$ cat config.mk
export PLATFORM = sky130hd
export DESIGN_NAME = uart_tx_device
export DESIGN_NICKNAME = d
export VERILOG_FILES = /design/src/rtl/uart_tx_device.sv
export SDC_FILE = /design/constraint.sdc
export NUM_CORES = 1
export LEC_CHECK = 0
export BUFFER_PORTS_ARGS = -buffer_cell sky130_fd_sc_hd__buf_4
export CAP_MARGIN = 25
export CORE_MARGIN = 2
export CORE_UTILIZATION = 45
export CTS_BUF_LIST = sky130_fd_sc_hd__clkbuf_4
export CTS_CLUSTER_DIAMETER = 150
export DETAILED_ROUTE_END_ITERATION = 10
export PLACE_DENSITY = 0.73
export SLEW_MARGIN = 20
export SYNTH_ARGS = -nofsm -noshare
export SYNTH_HDL_FRONTEND = slang
export SYNTH_SLANG_ARGS = --single-unit
$ cat constraint.sdc
create_clock -name clk -period 6.56 [get_ports clk]
set_input_delay 0.328 -clock clk [delete_from_list [all_inputs] [get_ports clk]]
set_output_delay 0.328 -clock clk [all_outputs]
set_load 0.005 [all_outputs]
$ cat src/rtl/uart_tx_device.sv
// Byte FIFO for the UART transmitter; a push into a full FIFO is accepted when a pop happens in the same cycle.
// Zero-latency read port (o_rd_dat shows the head); o_wr_rdy low means the pushed byte is dropped.
module uart_tx_fifo #(
  parameter int DEPTH = 4,
  parameter int W     = 8
) (
  input  logic         clk,
  input  logic         rst_n,
  input  logic         i_wr_vld,
  input  logic [W-1:0] i_wr_dat,
  output logic         o_wr_rdy,
  input  logic         i_rd_rdy,
  output logic [W-1:0] o_rd_dat,
  output logic         o_full,
  output logic         o_empty
);
  localparam int AW = $clog2(DEPTH);

  logic [W-1:0] r_mem [DEPTH];
  logic [AW:0]  r_wptr;
  logic [AW:0]  r_rptr;
  logic         w_push;
  logic         w_pop;

  // Extra pointer bit tells a wrapped (full) FIFO from an empty one.
  assign o_empty  = (r_wptr == r_rptr);
  assign o_full   = (r_wptr[AW] != r_rptr[AW]) && (r_wptr[AW-1:0] == r_rptr[AW-1:0]);
  assign w_pop    = i_rd_rdy && !o_empty;
  assign o_wr_rdy = !o_full || w_pop;
  assign w_push   = i_wr_vld && o_wr_rdy;
  assign o_rd_dat = r_mem[r_rptr[AW-1:0]];

  always_ff @(posedge clk or negedge rst_n) begin
    if (!rst_n) begin
      r_wptr <= '0;
      r_rptr <= '0;
    end else begin
      if (w_push) r_wptr <= r_wptr + (AW+1)'(1);
      if (w_pop)  r_rptr <= r_rptr + (AW+1)'(1);
    end
  end

  always_ff @(posedge clk) begin
    if (w_push) r_mem[r_wptr[AW-1:0]] <= i_wr_dat;
  end
endmodule

// Memory-mapped 8N1 UART transmitter: DATA/STATUS/CTRL/DIV registers, byte FIFO, level IRQ on drain.
// Start bit begins one cycle after the first DATA write; frames run back-to-back; full-FIFO writes set ovf.
module uart_tx_device #(
  parameter int BAUD_DIV   = 434,
  parameter int FIFO_DEPTH = 4
) (
  input  logic        clk,
  input  logic        sys_rstn,
  input  logic [7:0]  Addr,
  input  logic        WE,
  input  logic [31:0] Din,
  output logic [31:0] Dout,
  output logic        IRQ,
  output logic        txd
);
  localparam logic [1:0] S_IDLE  = 2'd0;
  localparam logic [1:0] S_START = 2'd1;
  localparam logic [1:0] S_DATA  = 2'd2;
  localparam logic [1:0] S_STOP  = 2'd3;

  logic [1:0]  r_state;
  logic [15:0] r_div;
  logic [15:0] r_cnt;
  logic [2:0]  r_bit;
  logic [7:0]  r_shift;
  logic        r_txd;
  logic        r_irq;
  logic        r_irq_en;
  logic        r_ovf;

  logic        w_wr_data;
  logic        w_wr_stat;
  logic        w_wr_ctrl;
  logic        w_wr_div;
  logic        w_fifo_rdy;
  logic [7:0]  w_fifo_dat;
  logic        w_full;
  logic        w_empty;
  logic        w_pop;
  logic        w_busy;
  logic        w_bit_end;
  logic [15:0] w_div_load;
  logic [15:0] w_bit_len;
  logic        w_unused;

  assign w_wr_data  = WE && (Addr[3:2] == 2'd0);
  assign w_wr_stat  = WE && (Addr[3:2] == 2'd1);
  assign w_wr_ctrl  = WE && (Addr[3:2] == 2'd2);
  assign w_wr_div   = WE && (Addr[3:2] == 2'd3);
  assign w_div_load = (Din[15:0] < 16'd2) ? 16'd2 : Din[15:0];
  assign w_bit_len  = r_div - 16'd1;
  assign w_busy     = (r_state != S_IDLE);
  assign w_bit_end  = (r_cnt == 16'd0);
  assign w_pop      = ((r_state == S_IDLE) || ((r_state == S_STOP) && w_bit_end)) && !w_empty;
  assign w_unused   = ^{Addr[7:4], Addr[1:0], Din[31:16]};
  assign IRQ        = r_irq;
  assign txd        = r_txd;

  uart_tx_fifo #(.DEPTH(FIFO_DEPTH), .W(8)) u_fifo (
    .clk      (clk),
    .rst_n    (sys_rstn),
    .i_wr_vld (w_wr_data),
    .i_wr_dat (Din[7:0]),
    .o_wr_rdy (w_fifo_rdy),
    .i_rd_rdy (w_pop),
    .o_rd_dat (w_fifo_dat),
    .o_full   (w_full),
    .o_empty  (w_empty)
  );

  // Bit counter reloads from r_div only at bit boundaries, so a DIV write never stretches the current bit.
  always_ff @(posedge clk or negedge sys_rstn) begin
    if (!sys_rstn) begin
      r_state <= S_IDLE;
      r_cnt   <= 16'd0;
      r_bit   <= 3'd0;
      r_shift <= 8'd0;
      r_txd   <= 1'b1;
    end else begin
      case (r_state)
        S_IDLE: begin
          if (!w_empty) begin
            r_state <= S_START;
            r_shift <= w_fifo_dat;
            r_cnt   <= w_bit_len;
            r_txd   <= 1'b0;
          end
        end
        S_START: begin
          if (w_bit_end) begin
            r_state <= S_DATA;
            r_bit   <= 3'd0;
            r_cnt   <= w_bit_len;
            r_txd   <= r_shift[0];
          end else begin
            r_cnt <= r_cnt - 16'd1;
          end
        end
        S_DATA: begin
          if (!w_bit_end) begin
            r_cnt <= r_cnt - 16'd1;
          end else if (r_bit == 3'd7) begin
            r_state <= S_STOP;
            r_cnt   <= w_bit_len;
            r_txd   <= 1'b1;
          end else begin
            r_bit   <= r_bit + 3'd1;
            r_shift <= {1'b0, r_shift[7:1]};
            r_txd   <= r_shift[1];
            r_cnt   <= w_bit_len;
          end
        end
        S_STOP: begin
          if (!w_bit_end) begin
            r_cnt <= r_cnt - 16'd1;
          end else if (!w_empty) begin
            r_state <= S_START;
            r_shift <= w_fifo_dat;
            r_cnt   <= w_bit_len;
            r_txd   <= 1'b0;
          end else begin
            r_state <= S_IDLE;
          end
        end
        default: begin
          r_state <= S_IDLE;
          r_txd   <= 1'b1;
        end
      endcase
    end
  end

  always_ff @(posedge clk or negedge sys_rstn) begin
    if (!sys_rstn) begin
      r_ovf    <= 1'b0;
      r_irq_en <= 1'b0;
      r_div    <= 16'(BAUD_DIV);
      r_irq    <= 1'b0;
    end else begin
      if (w_wr_data && !w_fifo_rdy) r_ovf <= 1'b1;
      else if (w_wr_stat && Din[4]) r_ovf <= 1'b0;
      if (w_wr_ctrl) r_irq_en <= Din[0];
      if (w_wr_div)  r_div    <= w_div_load;
      r_irq <= r_irq_en && w_empty && !w_busy;
    end
  end

  always_comb begin
    Dout = 32'd0;
    case (Addr[3:2])
      2'd1:    Dout = {27'd0, r_ovf, r_irq_en, w_busy, w_full, w_empty};
      2'd2:    Dout = {31'd0, r_irq_en};
      2'd3:    Dout = {16'd0, r_div};
      default: Dout = 32'd0;
    endcase
  end
endmodule

# ---- After elaboration in Yosys (flattened, before gate mapping)
# Memories as Yosys holds them, arrays and structs flattened.
# Index checks and enable logic that the tools add are counted.
dict set report word_totals {
  regBits 55
  mem_bits_rw 32
  in_bits 43
  output_inout_bits 34
  n_memories 1
}
# name words word_bits read_ports rd_ports_with_merged_regs write_ports line
set memory_table {}
lappend memory_table {u_fifo.r_mem 4 8 1 0 1 19} ;# logic [W-1:0] r_mem [DEPTH];
dict set report op_classes {
  add_sub_neg 5
  magnitude_cmp 1
  eq_ne 16
  n_mux 32
  n_reduce_logical 31
}
# operator count
set ops {}
lappend ops {{case mux 16 bit (3 select lines)} 2}
lappend ops {{2-to-1 mux 16 bit} 4}
lappend ops {{2-to-1 mux 8 bit} 4}
lappend ops {{subtractor 16 x 1 -> 16 bit, second input constant} 2}
lappend ops {{case mux 8 bit (3 select lines)} 1}
lappend ops {{logical NOT 16 bit} 1}
lappend ops {{less-than comparator 16 x 2 -> 1 bit, second input constant} 1}
lappend ops {{logical AND 1 bit} 13}
lappend ops {{!= test 2 bit, second input constant} 6}
lappend ops {{2-to-1 mux 1 bit} 10}
lappend ops {{2-to-1 mux 2 bit} 5}
lappend ops {{adder 3 x 1 -> 3 bit, second input constant} 3}
lappend ops {{2-to-1 mux 3 bit} 3}
lappend ops {{equality test 2 bit, second input constant} 4}
lappend ops {{case mux 2 bit (4 select lines)} 1}
lappend ops {{AND reduction 4 bit} 2}
lappend ops {{case mux 3 bit (2 select lines)} 1}
lappend ops {{nonzero test 2 bit} 3}
lappend ops {{AND reduction 5 bit} 1}
lappend ops {{equality test 2 x 1 -> 1 bit, second input constant} 2}
lappend ops {{logical NOT 1 bit} 4}
lappend ops {{logical NOT 2 bit} 2}
lappend ops {{case mux 1 bit (4 select lines)} 1}
lappend ops {{equality test 3 bit} 1}
lappend ops {{7 further kinds} 8}

# ---- Longest topological paths before layout
# Gate-level depths: netlist (run 1).
dict set report depth {
  depth_word 9
  depth_mapped 9
  depth_no_buf 7
}

# ---- Modules after synthesis
# A second synthesis (run 1) with hierarchy kept.
dict set report hier_totals {
  cells_unflattened 457
  area_unflattened_um2 4941.0
}
# mod instances cells_each area_per_inst_um2 seq_area_each_um2
set modules_own_cells {}
lappend modules_own_cells {uart_tx_device 1 374 3337.0 1233.7}
lappend modules_own_cells {uart_tx_fifo 1 83 1604.0 1111.1}

# ---- Least setup slack after synthesis (run 1)
# Ideal clock, no wire load.
dict set report synth_path {
  path_kind {register to register}
  startpoint {register r_cnt[11]}
  endpoint {register r_shift[0]}
  setup_time_ns 0.125
  t_arrival_ns 2.211
  slack_ns 4.224
  stages_incl_launch_ff 6
  path_buffers 0
  cell_sequence {dfrtp_1 or4_4 or2_1 or3_4 a21oi_4 mux2_4}
}
dict set report synth_via {
  elab_chain_len 3
  word_cells_on_any_way 4
}
# element line
set synth_rtl {}
lappend synth_rtl {{from (decl)} 70} ;# logic [15:0] r_cnt;
lappend synth_rtl {{from (signal assigned)} 132} ;# r_cnt <= w_bit_len;
lappend synth_rtl {{from (signal assigned)} 140} ;# r_cnt <= w_bit_len;
lappend synth_rtl {{from (signal assigned)} 143} ;# r_cnt <= r_cnt - 16'd1;
lappend synth_rtl {{logical NOT 16 bit *} 100} ;# assign w_bit_end = (r_cnt == 16'd0);
lappend synth_rtl {{!= test 2 bit (no line)} n/a}
lappend synth_rtl {{AND reduction 4 bit (no line) *} n/a}
lappend synth_rtl {{to (signal assigned)} 131} ;# r_shift <= w_fifo_dat;
lappend synth_rtl {{to (signal assigned)} 155} ;# r_shift <= {1'b0, r_shift[7:1]};
lappend synth_rtl {{to (signal assigned)} 165} ;# r_shift <= w_fifo_dat;
lappend synth_rtl {{to (decl)} 72} ;# logic [7:0] r_shift;
# Every way passes the cells marked *; elsewhere a longest branch is shown, timed or not.
# A chain may end at the register's enable or synchronous reset.

# ---- Final worst setup path (run 1)
dict set report layout_path {
  startpoint {register r_cnt[6]}
  endpoint {memory u_fifo.r_mem[3][0] (enable)}
}
dict set report layout_via {
  elab_chain_len 9
}
# element line
set layout_rtl {}
lappend layout_rtl {{logical NOT 16 bit} 100}
lappend layout_rtl {{logical AND 1 bit} 101} ;# assign w_pop = ((r_state == S_IDLE) || ((r_state == S_STOP) && w_bit_end)) && !w_empty;
lappend layout_rtl {{logical OR 1 bit} 101}
lappend layout_rtl {{logical AND 1 bit} 101}
lappend layout_rtl {{logical AND 1 bit} 28} ;# assign w_pop = i_rd_rdy && !o_empty;
lappend layout_rtl {{logical OR 1 bit} 29} ;# assign o_wr_rdy = !o_full || w_pop;
lappend layout_rtl {{logical AND 1 bit} 30} ;# assign w_push = i_wr_vld && o_wr_rdy;
lappend layout_rtl {{2-to-1 mux 1 bit} 44} ;# if (w_push) r_mem[r_wptr[AW-1:0]] <= i_wr_dat;
lappend layout_rtl {{2-to-1 mux 1 bit (not written as such)} 44}
lappend layout_rtl {{to (decl)} 19}
# No other way between the ends.

==> impl_metrics.yaml, run 1 <==
outcome:
  result_of_the_run: "finished clean"
timing:
  slew_headroom: 0.370
  maxSlewViolCount: 0
  report.final.hold_viol_count: 0
  setup_viol: 0
  tightestPinTransition_ns: 0.942
  holdWs_ns: 0.0787
  rsz0062_at_grt: "no"
  fin_crit_sh: 0.437
  fmax_mhz: 349
  layout_min_cycle_time_ns: 2.87
  setup_skew_ns: 0.0188
  tns_ns: 0
critical_path:
  crit_type: "register to register"
  max_stage_delay_ns: 0.53
  cpLargestDelayFamily: "simple AND/OR/NAND/NOR gates"
  worst-endpoint-required_ns: 6.67
  cell_with_the_largest_stage_delay_on_the_worst_path: "sky130_fd_sc_hd__nor4_1"
  timing.critical_path.fanout_max: 9
  critical_path.startpoint_type: "register"
  cp_num_buf_inv: 0
  endpoint_kind: "register"
  worst-endpoint-arrival_ns: 2.98
  worstPathCellList: "nor4_1, and4b_1, a311oi_1, nor3b_2, and2_1"
cts:
  clk_pin_slew_ns: 0.16
  cts_tree: "done"
  clock_path_buffers: 2
  worstSkewPairLatency_ns: 0.46
  ctsRootBufferMaster: "sky130_fd_sc_hd__clkbuf_4"
  numCtsBuffers: 9
  clock_sinks: 87
  post_cts_buffers: 0
  h-tree-depth: 3
place:
  numPortBuffers: 38
  postPlaceCellArea_mm2: 0.00530
  place_hpwl_um: 7820
  place.gp.congestion: 0.870
detailed_routing:
  drtIter0Drc: 326
  vias: 3649
  detailroute.wirelength.met3_um: 620
  met1Wirelength_um: 4860
  highest-signal-layer: "met4"
  met2_length_um: 5440
  drt_drc_violations_left: 0
  number_of_routed_nets_with_antenna_violations: 0
  avgRoutedWirePerCell_um: 17.8
  first_pass_iters: 6
  routed_wirelength_um: 11200
  drt-vias-per-instance: 5.80
finish:
  design.final.nets: 539
  final_design_area_no_fill_mm2: 0.00545
  multiInputGateArea_mm2: 0.00243
  final.fill_count: 959
  postLayoutCoreUtil: 0.505
  area_growth_syn_to_layout_pct: 9.59
  layout_commonest_cell: "sky130_fd_sc_hd__dfrtp_1"
  final_cell_mix: "49 x sky130_fd_sc_hd__dfrtp_1, 40 x sky130_fd_sc_hd__buf_4, 37 x sky130_fd_sc_hd__nand2_1, 34 x sky130_fd_sc_hd__nor2_1, 32 x sky130_fd_sc_hd__edfxtp_1"
  layout-drive-gt1-share: 0.219
  seq_area_mm2: 0.00234
run:
  number_of_maximum_capacitance_violations: 0
synthesis:
  part_of_the_yosys_area_used_for_sequential_elements: 0.472
  synth_cells: 453
  syn-mean-instance-area_um2: 11.0
  ys_dominant_reg_cell: "sky130_fd_sc_hd__dfrtp_1"
  asyncSetResetFlopFracSynth: 0.632
  synth.yosys.warnings: 0
  netlist-cell-type-count: 62
  synth_enable_flop_cells: 32
  syn-cell-area_mm2: 0.00497
  ys_ff_latch: 87
die:
  die-area_mm2: 0.0119
  io_pins: 77
  chipWidth_um: 109
  fp-row-count: 38
  die_height_um: 109
  floorplan.initialDensity: 0.460
  core-area_mm2: 0.0108
power:
  p_leak_nw: 2.26
  cellPowerDensity_mw_per_mm2: 432
  worst_ir_drop_vdd_mv: 0.193
global_routing:
  grt_usage: 0.202
  grt-ovfl-total: 0
  grt_start_max_net_pins: 56
  grt_first_pass_wirelength_um: 18300
  first_global_vias: 3552
  antenna_found_initial: 1
hold_path:
  min-delay-path-class: "input pin to register"
==> sequential cells by signal (all words and copies together), names as in the netlist <==
name	flops
r_div	16
r_irq_en	1
r_bit	3
r_shift	8
r_cnt	16
r_state	2
txd	1
u_fifo.r_wptr	3
IRQ	1
u_fifo.r_mem	32
r_ovf	1
u_fifo.r_rptr	3
==> per-layer routing <==
metal  vias to the layer above  global-route usage
li1                       1698                   -
met1                      1790               0.274
met2                       143               0.324
met3                        18              0.0263
met4                         0              0.0879
met5                         -                   0
==> metrics by stage <==
step | std cells | total power, mW | worst slack [ns]
5_1_grt | 629 | 2.51 | 3.51
3_5_place_dp | 611 | 2.04 | 3.74
6_report | 629 | 2.35 | 3.69
4_1_cts | 628 | 2.35 | 3.71
2_1_floorplan | 468 | 1.76 | 4.22
3_3_place_gp | 611 | 1.99 | 3.85
==> cell usage after synthesis, types with 10 or more instances <==
library cell	count	area share
sky130_fd_sc_hd__clkbuf_1	18	0.014
sky130_fd_sc_hd__mux2_2	23	0.052
sky130_fd_sc_hd__nand2_1	37	0.028
sky130_fd_sc_hd__ha_1	13	0.033
sky130_fd_sc_hd__dfrtp_1	49	0.25
sky130_fd_sc_hd__edfxtp_1	32	0.19
sky130_fd_sc_hd__xor2_1	12	0.021
sky130_fd_sc_hd__a22o_1	10	0.018
sky130_fd_sc_hd__o21ai_0	21	0.021
sky130_fd_sc_hd__a21oi_1	16	0.016
sky130_fd_sc_hd__inv_1	12	0.0091
sky130_fd_sc_hd__nor2_1	34	0.026
sky130_fd_sc_hd__xnor2_1	15	0.026
sky130_fd_sc_hd__and3_1	13	0.016
sky130_fd_sc_hd__buf_4	16	0.024
==> cell type report <==
class,count,area share
clock inverters,7,0.0124
clock buffers,9,0.0124
well taps,140,0.0322
multi-input cells,332,0.447
repair buffers,41,0.0570
inverters,12,0.00827
flip-flops and latches,87,0.431
diodes,1,0.000460
==> path summary, 6_finish.rpt <==
| path | cells after the start | slack (ns) | endpoint | from |
|---|---|---|---|---|
| worst max-delay path | 5 | 3.69 | u_fifo.r_mem[3][0] | r_cnt[6] |
| worst min-delay path | 1 | 0.08 | u_fifo.r_mem[1][6] | Din[6] |
| worst max register to register | 5 | 3.69 | u_fifo.r_mem[3][0] | r_cnt[6] |
| worst min register to register | 2 | 0.51 | txd | txd |
| max in group asynchronous | 2 | 5.60 | r_state[1] | sys_rstn |
| min in group asynchronous | 2 | 0.49 | u_fifo.r_rptr[1] | sys_rstn |
==> kinds of logic (layout without fill, tap and decap cells) <==
kind of cell / count (synthesis) / in the layout / synth area share
fa+ha+maj: 13 / 13 / 0.0327
xor+xnor: 27 / 27 / 0.0476
simple gates: 143 / 143 / 0.153
mux: 42 / 42 / 0.118
other cells: 1 / 17 / 0.000755
flops: 87 / 87 / 0.472
compound gates: 91 / 91 / 0.126
buf+inv: 49 / 69 / 0.0499
==> where the power goes <==
part / switching, mW / internal, mW
logic: 0.636 / 0.550
registers: 0.160 / 0.704
clock network: 0.214 / 0.0899
==> timing repair <==
action	4_1_cts	5_1_grt
setup endpoints to repair	0	0
gates resized for setup	0	0
endpoints found under the hold margin	49	0
hold buffers	1	0
Note: power is estimated with default switching activity, not from simulation.
==> inputs of run 2 (changes only) <==
==> constraint.sdc (replaced) <==
create_clock -name clk -period 2.9 [get_ports clk]
set_input_delay 0.145 -clock clk [delete_from_list [all_inputs] [get_ports clk]]
set_output_delay 0.145 -clock clk [all_outputs]
set_load 0.005 [all_outputs]
==> impl_metrics.yaml, run 2 (same netlist as run 1, synthesis figures left out) <==
die:
  die-area_mm2: 0.0119
  fp-row-count: 38
  floorplan.initialDensity: 0.460
  io_pins: 77
  chipWidth_um: 109
  die_height_um: 109
  core-area_mm2: 0.0108
timing:
  fin_crit_sh: 0.922
  setup_skew_ns: 0.0161
  holdWs_ns: 0.0654
  rsz0062_at_grt: "no"
  setup_viol: 0
  tightestPinTransition_ns: 0.716
  fmax_mhz: 374
  maxSlewViolCount: 0
  timing.final.ws_setup_ns: 0.227
  slew_headroom: 0.523
  tns_ns: 0
  layout_min_cycle_time_ns: 2.67
  report.final.hold_viol_count: 0
detailed_routing:
  drt_drc_violations_left: 0
  first_pass_iters: 5
  number_of_routed_nets_with_antenna_violations: 0
  routed_wirelength_um: 11700
  vias: 3817
  drtIter0Drc: 228
  avgRoutedWirePerCell_um: 17.7
  drt-vias-per-instance: 5.77
place:
  dp_worst_setup_slack_ns: 0.264
  place.gp.congestion: 0.887
  numPortBuffers: 38
  postPlaceCellArea_mm2: 0.00541
  place_hpwl_um: 8230
global_routing:
  grt_start_max_net_pins: 56
  grt_first_pass_wirelength_um: 19000
  first_global_vias: 3696
  grt_usage: 0.210
  grt-ovfl-total: 0
  antenna_found_initial: 0
power:
  worst_ir_drop_vdd_mv: 0.508
  p_leak_nw: 2.40
  cellPowerDensity_mw_per_mm2: 953
  total_power_mw: 5.46
cts:
  clock_sinks: 87
  worstSkewPairLatency_ns: 0.47
  post_cts_resize_count: 0
  numCtsBuffers: 9
  clock_path_buffers: 2
  clk_pin_slew_ns: 0.14
  h-tree-depth: 3
  cts_tree: "done"
  ctsRootBufferMaster: "sky130_fd_sc_hd__clkbuf_4"
finish:
  layout_commonest_cell: "sky130_fd_sc_hd__buf_4"
  area_growth_syn_to_layout_pct: 15.2
  final_cell_mix: "55 x sky130_fd_sc_hd__buf_4, 49 x sky130_fd_sc_hd__dfrtp_1, 37 x sky130_fd_sc_hd__nand2_1, 34 x sky130_fd_sc_hd__nor2_1, 32 x sky130_fd_sc_hd__edfxtp_1"
  layout-drive-gt1-share: 0.235
  design.final.nets: 571
  largest_register_ffs: 32
  final_design_area_no_fill_mm2: 0.00572
critical_path:
  setup.reg_to_reg.worst_slack_ns: 0.23
  endpoint_kind: "register"
  worst-endpoint-required_ns: 3.04
  timing.critical_path.fanout_max: 8
  cell_with_the_largest_stage_delay_on_the_worst_path: "sky130_fd_sc_hd__or4_4"
  worstPathCellList: "or4_4, nor2_2, a311oi_1, nor3b_2, and2_1"
  worst-endpoint-arrival_ns: 2.81
  max_stage_delay_ns: 0.58
  critical_path.startpoint_type: "register"
  crit_type: "register to register"
hold_path:
  min-delay-path-class: "input pin to register"
outcome:
  result_of_the_run: "finished clean"
run:
  number_of_maximum_capacitance_violations: 0
==> run 2: final cells by class <==
class	count	area (um2)
fill	899	5070
multi-input combinational	332	2430
sequential	87	2340
timing repair buffer	73	593
tap	140	175
clock buffer	9	67.6
clock inverter	7	61.3
inverter	12	45.0
antenna	1	2.50
==> run 2: power breakdown <==
part           leakage (nW)  internal, mW  switching (mW)
clock                0.0712         0.196           0.473
combinational          1.37          1.35            1.53
sequential            0.961          1.59           0.313
==> run 2: what timing repair did <==
action	CTS	global route
buffers inserted	0	0
hold buffers	18	0
endpoints found under the hold margin	99	0
==> run 2: stage by stage <==
step                      cells  utilization
after floorplan             468            -
after global placement      626        0.501
after detailed placement    626        0.501
after CTS                   660        0.530
after global routing        660        0.530
final                       661        0.530
==> run 2: worst paths after layout <==
kind / startpoint / endpoint / depth (start not counted)
hold / removal: WE / r_irq_en / 3
min in group asynchronous: sys_rstn / r_cnt[0] / 2
setup / recovery: r_cnt[11] / u_fifo.r_mem[0][0] / 5
setup reg to reg: r_cnt[11] / u_fifo.r_mem[0][0] / 5
max in group asynchronous: sys_rstn / r_cnt[14] / 2
hold reg to reg: u_fifo.r_wptr[2] / u_fifo.r_wptr[2] / 1
==> run 2: critical path: cells and delay by family (launching register included) <==
family | cells | cell delay [ns]
DFF | 1 | 0.47
AOI/OAI and AO/OA | 1 | 0.23
and+or+nand+nor | 4 | 1.64
==> run 2: layer usage <==
metal  vias to the layer above  part of all wire  GRT usage
li1                       1766                 -          -
met1                      1887              0.43      0.276
met2                       144              0.50      0.354
met3                        20             0.045     0.0197
met4                         0             0.022     0.0916
met5                         -                 0          0
